--- config.mk ---
export PLATFORM = sky130hd
export DESIGN_NAME = alu_system_control_unit
export DESIGN_NICKNAME = d
export VERILOG_FILES = /design/src/rtl/alu_system_control_unit.sv
export SDC_FILE = /design/constraint.sdc
export NUM_CORES = 1
export LEC_CHECK = 0
export BUFFER_PORTS_ARGS = -buffer_cell sky130_fd_sc_hd__buf_2
export CAP_MARGIN = 10
export CORE_ASPECT_RATIO = 1.2
export CORE_MARGIN = 3
export CORE_UTILIZATION = 35
export CTS_CLUSTER_DIAMETER = 40
export DETAILED_ROUTE_END_ITERATION = 10
export HOLD_SLACK_MARGIN = 0.12
export PLACE_DENSITY = 0.8
export SYNTH_ARGS = -nofsm -noshare
export SYNTH_HDL_FRONTEND = slang
export SYNTH_SLANG_ARGS = --single-unit
export TNS_END_PERCENT = 30
--- constraint.sdc ---
create_clock -name Clock -period 2.25 [get_ports Clock]
set_input_delay 0.1125 -clock Clock [delete_from_list [all_inputs] [get_ports Clock]]
set_output_delay 0.1125 -clock Clock [all_outputs]
set_load 0.05 [all_outputs]
--- src/rtl/alu_system_control_unit.sv ---
// alu_system_control_unit
// Hardwired multi-cycle control unit for the ArithmeticLogicUnitSystem datapath.
// Fetches a 16-bit instruction in two byte cycles (low byte, then high byte),
// decodes it and drives every datapath select, function and enable line.
// Outputs are combinational from state, IR and Flags.
// Optional feature macro: CU_COND_BRANCH_EN enables BNE/BEQ; when undefined,
// opcodes 0x01 and 0x02 decode as NOP.
module alu_system_control_unit (
   input  logic        Clock,
   input  logic        Reset,
   input  logic [15:0] IR,
   input  logic [3:0]  Flags,
   output logic [2:0]  RF_OutASel,
   output logic [2:0]  RF_OutBSel,
   output logic [2:0]  RF_FunSel,
   output logic [3:0]  RF_RegSel,
   output logic [3:0]  RF_ScrSel,
   output logic [4:0]  ALU_FunSel,
   output logic        ALU_WF,
   output logic [1:0]  ARF_OutCSel,
   output logic [1:0]  ARF_OutDSel,
   output logic [1:0]  ARF_FunSel,
   output logic [4:0]  ARF_RegSel,
   output logic        IR_LH,
   output logic        IR_Write,
   output logic        Mem_WR,
   output logic        Mem_CS,
   output logic [1:0]  MuxASel,
   output logic [1:0]  MuxBSel,
   output logic        MuxCSel,
   output logic        MuxDSel,
   output logic [1:0]  DR_FunSel,
   output logic        DR_E,
   output logic        Halted
);

   localparam int unsigned OPC_W = 6;
   localparam int unsigned RSEL_W = 2;
   localparam int unsigned RF_W  = 4;

   // Opcodes
   localparam logic [OPC_W-1:0] OP_BRA  = 6'h00;
   localparam logic [OPC_W-1:0] OP_BNE  = 6'h01;
   localparam logic [OPC_W-1:0] OP_BEQ  = 6'h02;
   localparam logic [OPC_W-1:0] OP_INC  = 6'h03;
   localparam logic [OPC_W-1:0] OP_DEC  = 6'h04;
   localparam logic [OPC_W-1:0] OP_ADD  = 6'h05;
   localparam logic [OPC_W-1:0] OP_SUB  = 6'h06;
   localparam logic [OPC_W-1:0] OP_AND  = 6'h07;
   localparam logic [OPC_W-1:0] OP_ORR  = 6'h08;
   localparam logic [OPC_W-1:0] OP_XOR  = 6'h09;
   localparam logic [OPC_W-1:0] OP_MOVL = 6'h0A;
   localparam logic [OPC_W-1:0] OP_HLT  = 6'h0B;

   // ALU function codes
   localparam logic [4:0] ALU_PASS_A = 5'b10000;
   localparam logic [4:0] ALU_ADD    = 5'b10100;
   localparam logic [4:0] ALU_SUB    = 5'b10110;
   localparam logic [4:0] ALU_AND    = 5'b10111;
   localparam logic [4:0] ALU_OR     = 5'b11000;
   localparam logic [4:0] ALU_XOR    = 5'b11001;

   // Register-file and address-register-file function codes
   localparam logic [2:0] RF_DEC  = 3'b000;
   localparam logic [2:0] RF_INC  = 3'b001;
   localparam logic [2:0] RF_LOAD = 3'b010;
   localparam logic [1:0] ARF_INC  = 2'b01;
   localparam logic [1:0] ARF_LOAD = 2'b10;
   localparam logic [4:0] ARF_PC   = 5'b00001;

   // Mux source selects
   localparam logic [1:0] MUX_ALUOUT = 2'b00;
   localparam logic [1:0] MUX_IR_LO  = 2'b11;

   typedef enum logic [2:0] {
      S_FETCH_L = 3'd0,
      S_FETCH_H = 3'd1,
      S_EXEC    = 3'd2,
      S_EXEC2   = 3'd3,
      S_HALT    = 3'd4
   } state_t;

   state_t state;
   state_t state_next;

   // Instruction fields
   logic [OPC_W-1:0]  opcode;
   logic [RSEL_W-1:0] dst;
   logic [RSEL_W-1:0] src1;
   logic [RSEL_W-1:0] src2;
   logic [RSEL_W-1:0] rsel;
   logic              take_branch;
   logic              unused_bits;

   assign opcode = IR[15:10];
   assign rsel   = IR[9:8];
   assign dst    = IR[5:4];
   assign src1   = IR[3:2];
   assign src2   = IR[1:0];

   // Immediate byte reaches the datapath through MuxA/MuxB, not through this block
   assign unused_bits = ^{IR[7:6], Flags};

   function automatic logic [RF_W-1:0] onehot_reg(input logic [RSEL_W-1:0] idx);
      onehot_reg = RF_W'(4'b0001 << idx);
   endfunction

   // Branch decision for the current opcode; conditional forms only when enabled
   always_comb begin
      take_branch = 1'b0;
      case (opcode)
         OP_BRA: take_branch = 1'b1;
`ifdef CU_COND_BRANCH_EN
         OP_BNE: take_branch = ~Flags[3];
         OP_BEQ: take_branch = Flags[3];
`endif
         default: take_branch = 1'b0;
      endcase
   end

   // State register
   always_ff @(posedge Clock or posedge Reset) begin
      if (Reset) begin
         state <= S_FETCH_L;
      end else begin
         state <= state_next;
      end
   end

   // Next-state logic
   always_comb begin
      state_next = state;
      case (state)
         S_FETCH_L: state_next = S_FETCH_H;
         S_FETCH_H: state_next = S_EXEC;
         S_EXEC: begin
            if ((opcode == OP_INC) || (opcode == OP_DEC)) begin
               state_next = S_EXEC2;
            end else if (opcode == OP_HLT) begin
               state_next = S_HALT;
            end else begin
               state_next = S_FETCH_L;
            end
         end
         S_EXEC2: state_next = S_FETCH_L;
         S_HALT:  state_next = S_HALT;
         default: state_next = S_FETCH_L;
      endcase
   end

   // Datapath control outputs; idle values first, reset holds everything idle
   always_comb begin
      RF_OutASel  = 3'b000;
      RF_OutBSel  = 3'b000;
      RF_FunSel   = 3'b000;
      RF_RegSel   = 4'b0000;
      RF_ScrSel   = 4'b0000;
      ALU_FunSel  = 5'b00000;
      ALU_WF      = 1'b0;
      ARF_OutCSel = 2'b00;
      ARF_OutDSel = 2'b00;
      ARF_FunSel  = 2'b00;
      ARF_RegSel  = 5'b00000;
      IR_LH       = 1'b0;
      IR_Write    = 1'b0;
      Mem_WR      = 1'b0;
      Mem_CS      = 1'b1;
      MuxASel     = 2'b00;
      MuxBSel     = 2'b00;
      MuxCSel     = 1'b0;
      MuxDSel     = 1'b0;
      DR_FunSel   = 2'b00;
      DR_E        = 1'b0;
      Halted      = 1'b0;

      if (!Reset) begin
         case (state)
            S_FETCH_L, S_FETCH_H: begin
               // Read byte at PC into IR half, then bump PC
               ARF_OutDSel = 2'b00;
               Mem_CS      = 1'b0;
               Mem_WR      = 1'b0;
               IR_Write    = 1'b1;
               IR_LH       = (state == S_FETCH_H);
               ARF_RegSel  = ARF_PC;
               ARF_FunSel  = ARF_INC;
            end

            S_EXEC: begin
               case (opcode)
                  OP_BRA, OP_BNE, OP_BEQ: begin
                     if (take_branch) begin
                        ARF_RegSel = ARF_PC;
                        ARF_FunSel = ARF_LOAD;
                        MuxBSel    = MUX_IR_LO;
                     end
                  end
                  OP_ADD, OP_SUB, OP_AND, OP_ORR, OP_XOR: begin
                     RF_OutASel = {1'b0, src1};
                     RF_OutBSel = {1'b0, src2};
                     ALU_WF     = 1'b1;
                     MuxASel    = MUX_ALUOUT;
                     RF_FunSel  = RF_LOAD;
                     RF_RegSel  = onehot_reg(dst);
                     case (opcode)
                        OP_ADD:  ALU_FunSel = ALU_ADD;
                        OP_SUB:  ALU_FunSel = ALU_SUB;
                        OP_AND:  ALU_FunSel = ALU_AND;
                        OP_ORR:  ALU_FunSel = ALU_OR;
                        default: ALU_FunSel = ALU_XOR;
                     endcase
                  end
                  OP_INC, OP_DEC: begin
                     // Copy S1 into DST; the increment/decrement happens in EXEC2
                     RF_OutASel = {1'b0, src1};
                     ALU_FunSel = ALU_PASS_A;
                     ALU_WF     = 1'b0;
                     MuxASel    = MUX_ALUOUT;
                     RF_FunSel  = RF_LOAD;
                     RF_RegSel  = onehot_reg(dst);
                  end
                  OP_MOVL: begin
                     MuxASel   = MUX_IR_LO;
                     RF_FunSel = RF_LOAD;
                     RF_RegSel = onehot_reg(rsel);
                  end
                  default: begin
                     // HLT and unused opcodes leave the datapath idle
                  end
               endcase
            end

            S_EXEC2: begin
               RF_RegSel = onehot_reg(dst);
               RF_FunSel = (opcode == OP_INC) ? RF_INC : RF_DEC;
            end

            S_HALT: begin
               Halted = 1'b1;
            end

            default: begin
            end
         endcase
      end
   end

endmodule
==> results of run 1 <==
==> critical path: stages, from the launching register on <==
cell	delay, ns
dfrtp_1	0.37
or3b_4	0.40
or2_4	0.27
or3_4	0.36
clkinv_2	0.08
nand3_1	0.07
o21ai_0	0.08
buf_4	0.23
==> power groups by stage <==
| stage | clock [mW] | combinational, mW | sequential, mW |
|---|---|---|---|
| after floorplan | 0 | 0.339 | 0.0856 |
| after global placement | 0 | 0.398 | 0.0785 |
| after detailed placement | 0 | 0.404 | 0.0799 |
| after CTS | 0.0942 | 0.409 | 0.0792 |
| after global routing | 0.101 | 0.439 | 0.0810 |
| final | 0.0911 | 0.409 | 0.0790 |
==> logic make-up (layout without fill, tap and decap cells) <==
family,Yosys count,after routing,share of synthesized area (%)
AO/OA/AOI/OAI,14,14,12.1
flip-flops,3,3,11.2
AND/OR/NAND/NOR,49,49,43.9
other,1,21,0.558
XOR/XNOR,1,1,1.30
buffers and inverters,31,55,30.9
==> routing by layer <==
metal / global-route usage (%) / share of wire [%] / up-vias
li1: - / - / 386
met1: 14.8 / 36 / 322
met2: 23.6 / 52 / 33
met3: 2.68 / 11 / 0
met4: 1.42 / 0 / 0
met5: 0 / 0 / -
==> stage by stage <==
step	hold WS (ns)	worst slack [ns]
floorplan	-0.134	-0.301
global placement	0.0211	0.159
detailed placement	0.0308	0.123
CTS	0.214	0.0252
global route	0.249	-0.0271
finish	0.211	0.0406
==> what timing repair did <==
item | 4_1_cts | 5_1_grt
hold buffers | 1 | 0
pin swaps | 1 | 1
resized for setup | 5 | 1
endpoints found under the hold margin | 3 | 0
setup buffers | 0 | 0
endpoints found under the setup margin | 4 | 4
==> cell type report <==
cell class	count	area, um2
inverter	5	20.0
fill	190	812
timing repair buffer	46	260
multi-input combinational	85	505
sequential	3	75.1
tap	18	22.5
clock buffer	4	26.3
==> path summary, 6_finish.rpt <==
path,endpoint,cells past startpoint
worst max-delay path,RF_RegSel[3],7
worst min-delay path,state[2],3
worst max register to register,state[2],4
worst min register to register,state[2],2
max in group asynchronous,state[1],3
min in group asynchronous,state[0],3
==> synth_stat cells <==
cell,n,area (um2)
o32ai_1,1,8.76
nand3_1,1,5.00
dfrtp_1,3,75.1
nor2b_1,2,12.5
nor2_1,7,26.3
inv_1,4,15.0
nor3b_1,1,7.51
and3_1,5,31.3
conb_1,1,3.75
a211oi_1,2,15.0
nor4b_1,2,17.5
nor4_1,1,6.26
buf_4,24,180
or2_4,1,8.76
a21oi_1,5,25.0
nand2b_1,7,43.8
o22ai_1,2,12.5
nand2_1,4,15.0
and2_1,3,18.8
nand3b_1,2,15.0
nor3_1,5,25.0
o21ai_0,4,20.0
nand4_1,2,12.5
or3_1,1,6.26
xor2_1,1,8.76
or3b_4,1,11.3
or2_2,2,12.5
clkinv_2,1,5.00
clkbuf_1,2,7.51
and3b_1,1,8.76
or3_4,1,11.3
==> results by group, run 1 <==
Timing
  – Fmax: 0.453 GHz
  – Slew Limit Headroom: a little under two thirds
  – Final Hold Viols: 0
  – Final min period: 2.21 ns
  – RSZ-0062 raised after global routing: true
  – Final setup fails: 0
  – Worst-case clock skew: 0.00226 ns
  – Final worst-path cycle share: between 90% and 100%
  – Setup TNS: 0 ns
  – Worst slew pin tran: 0.549 ns
  – Final slew viol count: 0

Place
  – Post-DP Area: 856 um2
  – GP Congestion: 0.813
  – Post-DP HPWL: ~1400 um
  – Placed cells: 156
  – PortBufs: 42

Clocking
  – TritonCTS clock tree: yes
  – Clock Pin Slew Worst Setup and Hold Paths: 0.04 ns
  – Clock Path Buffers: 2
  – Root buffer cell: clkbuf_4
  – Sink Count: 3
  – Clock latency on the worst-skew pair: 0.23 ns
  – H-tree Lvls: 1
  – Num CTS Buffers: 3

Power
  – Leakage Power: 0.503 nW
  – Peak supply drop: 0.367 mV
  – Pwr per Cell Area: 637 nW/um2
  – Sequential Power Share: 13.6%
  – Clock share of power: 15.7%
  – Logic pwr share: between 70% and 80%
  – Total power: around 580 uW
  – Net Switching: 332 uW
  – Switching portion of total power: a little under three fifths
  – Cell Int Power: 247 uW

Final layout
  – Ant diodes: 0
  – Commonest non-fill, non-tap cell in the layout: buf_2
  – Synth-to-Final Area Change: 35.4%
  – Top reg by flops: state
  – Final std cells w/o fill: 161
  – Fin nets: 166
  – Proportion of layout cells with a drive suffix above 1: 40.6%
  – Max reg flops: 3
  – Post-route cell area: 910 um2
  – Fin util: 52.8%
  – Commonest cells after routing, fill and taps aside: buf_2 (38), conb_1 (21), nor2_1 (7), nand2b_1 (7)
  – Top flop regs: state x3

Global route
  – Gr usage total: around an eighth
  – Initial antenna violation count: 0
  – Vias in the first global route: 599
  – Largest net degree at the start of global routing: 14
  – Gr ovfl total: 0
  – Global-route wire length before repair: 2450 um

Critical path
  – CP arrival: approximately 2.1 ns
  – Type of destination of the critical path: output pin
  – Startpoint types: flop
  – Critical R2R Launch: state[2]
  – Worst Setup Path Type: flop to output pin
  – Setup crit start: state[2]
  – CP max FO: 5
  – Critical path data required time: 2.14 ns
  – Setup slack, reg-to-reg: 1.14 ns

Synthesis
  – Mean post-synth cell area: 6.79 um2
  – Seq/Total Area, Yosys: between 10% and 20%
  – Mapped cell area: between 600 and 700 um2
  – FF+latch count, synth: 3
  – Yosys warning count: 0
  – Cells after Synth: 99
  – Netlist cell types: 31

Floorplanning
  – Die W: 46.0 um
  – Die Span Y: 54.0 um
  – Overall die area: 2480 um2
  – I/O pins: 70
  – Core ar.: 1720 um2
  – Initial core utilization: about two fifths
  – Standard-cell rows: 16

Run
  – Max-cap viol count: 0

Drt
  – Routed len/inst: between 10 and 15 um
  – Via Count: 741
  – Detailed Route Iter0 Violations: 14
  – DRT antenna net count: 0
  – DR pass1 iterations: 4
  – Routed vias/inst: 4.60
  – Residual DRC: 0
  – Final Routed Wirelength: approximately 1700 um

Run status
  – Status: finished clean

Worst hold path
  – Min-Delay Startpoint: IR[10]
  – Hold Crit Class: input pin to flop
No activity file was read; power rests on OpenSTA's default activity.
==> inputs of run 2 (changes only) <==
CORE_UTILIZATION = 36   (was 35)
CTS_BUF_LIST = sky130_fd_sc_hd__clkbuf_2 sky130_fd_sc_hd__clkbuf_4 sky130_fd_sc_hd__clkbuf_8   (was unset)
PLACE_DENSITY = 0.82   (was 0.8)
==> run 2 against run 1 <==
Setup slack lost 0.020 ns. Register-to-register slack lost 0.03 ns. Combinational power grew 3%. Critical path depth is the same. Routed wire length grew 7.8%. Design area grew 4.5%. Via count grew 5.1%. Sequential share of layout area shrank 0.36 points. Count of clock-buffer cells in the layout is the same. Total power grew 5.0%. Maximum frequency shrank 0.88%. Largest cell class unchanged. Highest routed layer unchanged.
==> results by group, run 2 (synthesis gave the netlist of run 1 again) <==
Final layout
  – Proportion of layout cells with a drive suffix above 1: 43.2% (+2.6 points)
  – Top flop regs: state x3
  – Ant diodes: 0 (unchanged)
  – Commonest cells after routing, fill and taps aside: buf_2 (37), conb_1 (21), nor2_1 (7), nand2b_1 (7), buf_4 (7)
  – Top reg by flops: state
  – Final std cells w/o fill: 164 (+1.9%)
  – Synth-to-Final Area Change: 41.5%
  – Fill cell count: 178 (-6.3%)
  – Commonest non-fill, non-tap cell in the layout: buf_2
  – Max reg flops: 3 (unchanged)
  – Fin nets: 169 (+1.8%)

Clocking
  – Root buffer cell: clkbuf_4
  – Clock Pin Slew Worst Setup and Hold Paths: 0.04 ns (about the same)
  – Clock latency on the worst-skew pair: 0.23 ns (about the same)
  – Clock Path Buffers: 2 (unchanged)
  – Num CTS Buffers: 3 (unchanged)
  – Sink Count: 3 (unchanged)
  – H-tree Lvls: 1 (unchanged)
  – TritonCTS clock tree: yes

Timing
  – Slew Limit Headroom: 57.6% (-5.8 points)
  – RSZ-0062 raised after global routing: true
  – Worst slew pin tran: 0.636 ns (+0.0872 ns)
  – Final worst-path cycle share: 99.1% (+0.87 points)
  – Final slew viol count: 0 (unchanged)
  – Final Hold Viols: 0 (unchanged)
  – Final hold slack: 0.215 ns (+0.00435 ns)
  – Final min period: 2.23 ns (+0.0196 ns)
  – Fmax: 0.449 GHz (-0.88%)
  – Final setup fails: 0 (unchanged)
  – Worst-case clock skew: 0.00290 ns (+0.000643 ns)

Global route
  – Initial antenna violation count: 0 (unchanged)
  – Vias in the first global route: 675 (+13%)
  – Largest net degree at the start of global routing: 14 (unchanged)
  – Gr usage total: 14.3% (+1.6 points)
  – Gr ovfl total: 0 (unchanged)
  – Global-route wire length before repair: 2590 um (+5.9%)

Floorplanning
  – Initial core utilization: 39.5% (+0.46 points)
  – Die W: 45.4 um (-1.2%)
  – Core ar.: 1700 um2 (-1.2%)
  – Die Span Y: 53.3 um (-1.2%)
  – I/O pins: 70 (unchanged)
  – Standard-cell rows: 16 (unchanged)
  – Overall die area: 2420 um2 (-2.4%)

Place
  – Placed cells: 156 (unchanged)
  – PortBufs: 42 (unchanged)
  – Post-DP HPWL: 1420 um (+0.60%)
  – GP Congestion: 0.800 (-1.7%)

Critical path
  – Type of destination of the critical path: output pin
  – R2r worst-path depth: 4 (unchanged)
  – CP arrival: 2.12 ns (+0.02 ns)
  – Startpoint types: flop
  – CP max FO: 5 (unchanged)
  – Worst Setup Path Type: flop to output pin
  – Critical path data required time: 2.14 ns (about the same)

Power
  – Pwr per Cell Area: 639 nW/um2 (+0.42%)
  – Leakage Power: 0.524 nW (+4.0%)
  – Peak supply drop: 0.435 mV (+19%)

Drt
  – DR pass1 iterations: 4 (unchanged)
  – Detailed Route Iter0 Violations: 10 (-4)
  – Residual DRC: 0 (unchanged)
  – Routed len/inst: 10.9 um (+5.8%)
  – DRT antenna net count: 0 (unchanged)
  – Via Count: 779 (+5.1%)
  – Routed vias/inst: 4.75 (+3.2%)
  – Final Routed Wirelength: 1790 um (+7.8%)

Run
  – Max-cap viol count: 0 (unchanged)

Worst hold path
  – Worst hold path cell count: 3 (unchanged)
  – Hold Crit Class: input pin to flop

Run status
  – Status: finished clean
run 2: area by class of cell:
cell class              count  area (um2)  share of cell area, %
multi-input cells          85         509                   53.6
repair buffers             49         293                   30.8
flip-flops and latches      3        75.1                   7.89
well taps                  18        22.5                   2.37
inverters                   5        21.3                   2.24
clock buffers               4        30.0                   3.16
run 2: worst max-delay path: stages, from the launching register on:
cell	delay, ns
dfrtp_1	0.37
or3b_4	0.40
or2_4	0.25
or3_4	0.42
inv_4	0.09
nand2_1	0.08
o22ai_4	0.10
buf_6	0.17
run 2: stage by stage:
step / power [mW] / util (%) / cell area [um2] / setup TNS [ns] / setup slack (ns)
floorplan: 0.425 / - / 788 / -1.08 / -0.301
global placement: 0.477 / 50.3 / 856 / 0 / 0.162
detailed placement: 0.484 / 50.3 / 856 / 0 / 0.127
CTS: 0.599 / 53.5 / 910 / 0 / 0.0204
global route: 0.643 / 55.9 / 951 / -0.109 / -0.0357
finish: 0.608 / 55.9 / 951 / 0 / 0.0211
run 2: final timing paths:
kind                            startpoint           end  slack, ns
worst max-delay path              state[2]  RF_RegSel[2]       0.02
worst min-delay path                IR[10]      state[2]       0.22
worst max register to register    state[2]      state[2]       1.11
worst min register to register    state[0]      state[2]       0.56
max in group asynchronous            Reset      state[2]       1.79
min in group asynchronous            Reset      state[1]       0.33
run 2: report_power, final:
| group | switching [mW] | internal, mW |
|---|---|---|
| logic | 0.306 | 0.117 |
| registers | 0.00705 | 0.0715 |
| clock network | 0.0276 | 0.0785 |
| total | 0.341 | 0.267 |
run 2: per-layer routing:
metal | track usage [%] | vias to the layer above | wire (um)
met5 | 0 | - | 0
met4 | 5.85 | 0 | 0
met3 | 4.08 | 0 | 199
met2 | 25.8 | 45 | 958
met1 | 14.9 | 347 | 634
li1 | - | 387 | -
run 2: timing repair:
action,CTS,global route
hold buffers,1,0
setup buffers,0,3
pin swaps,1,3
hold endpoints to repair,3,0
endpoints found under the setup margin,4,4
gates resized for setup,5,8
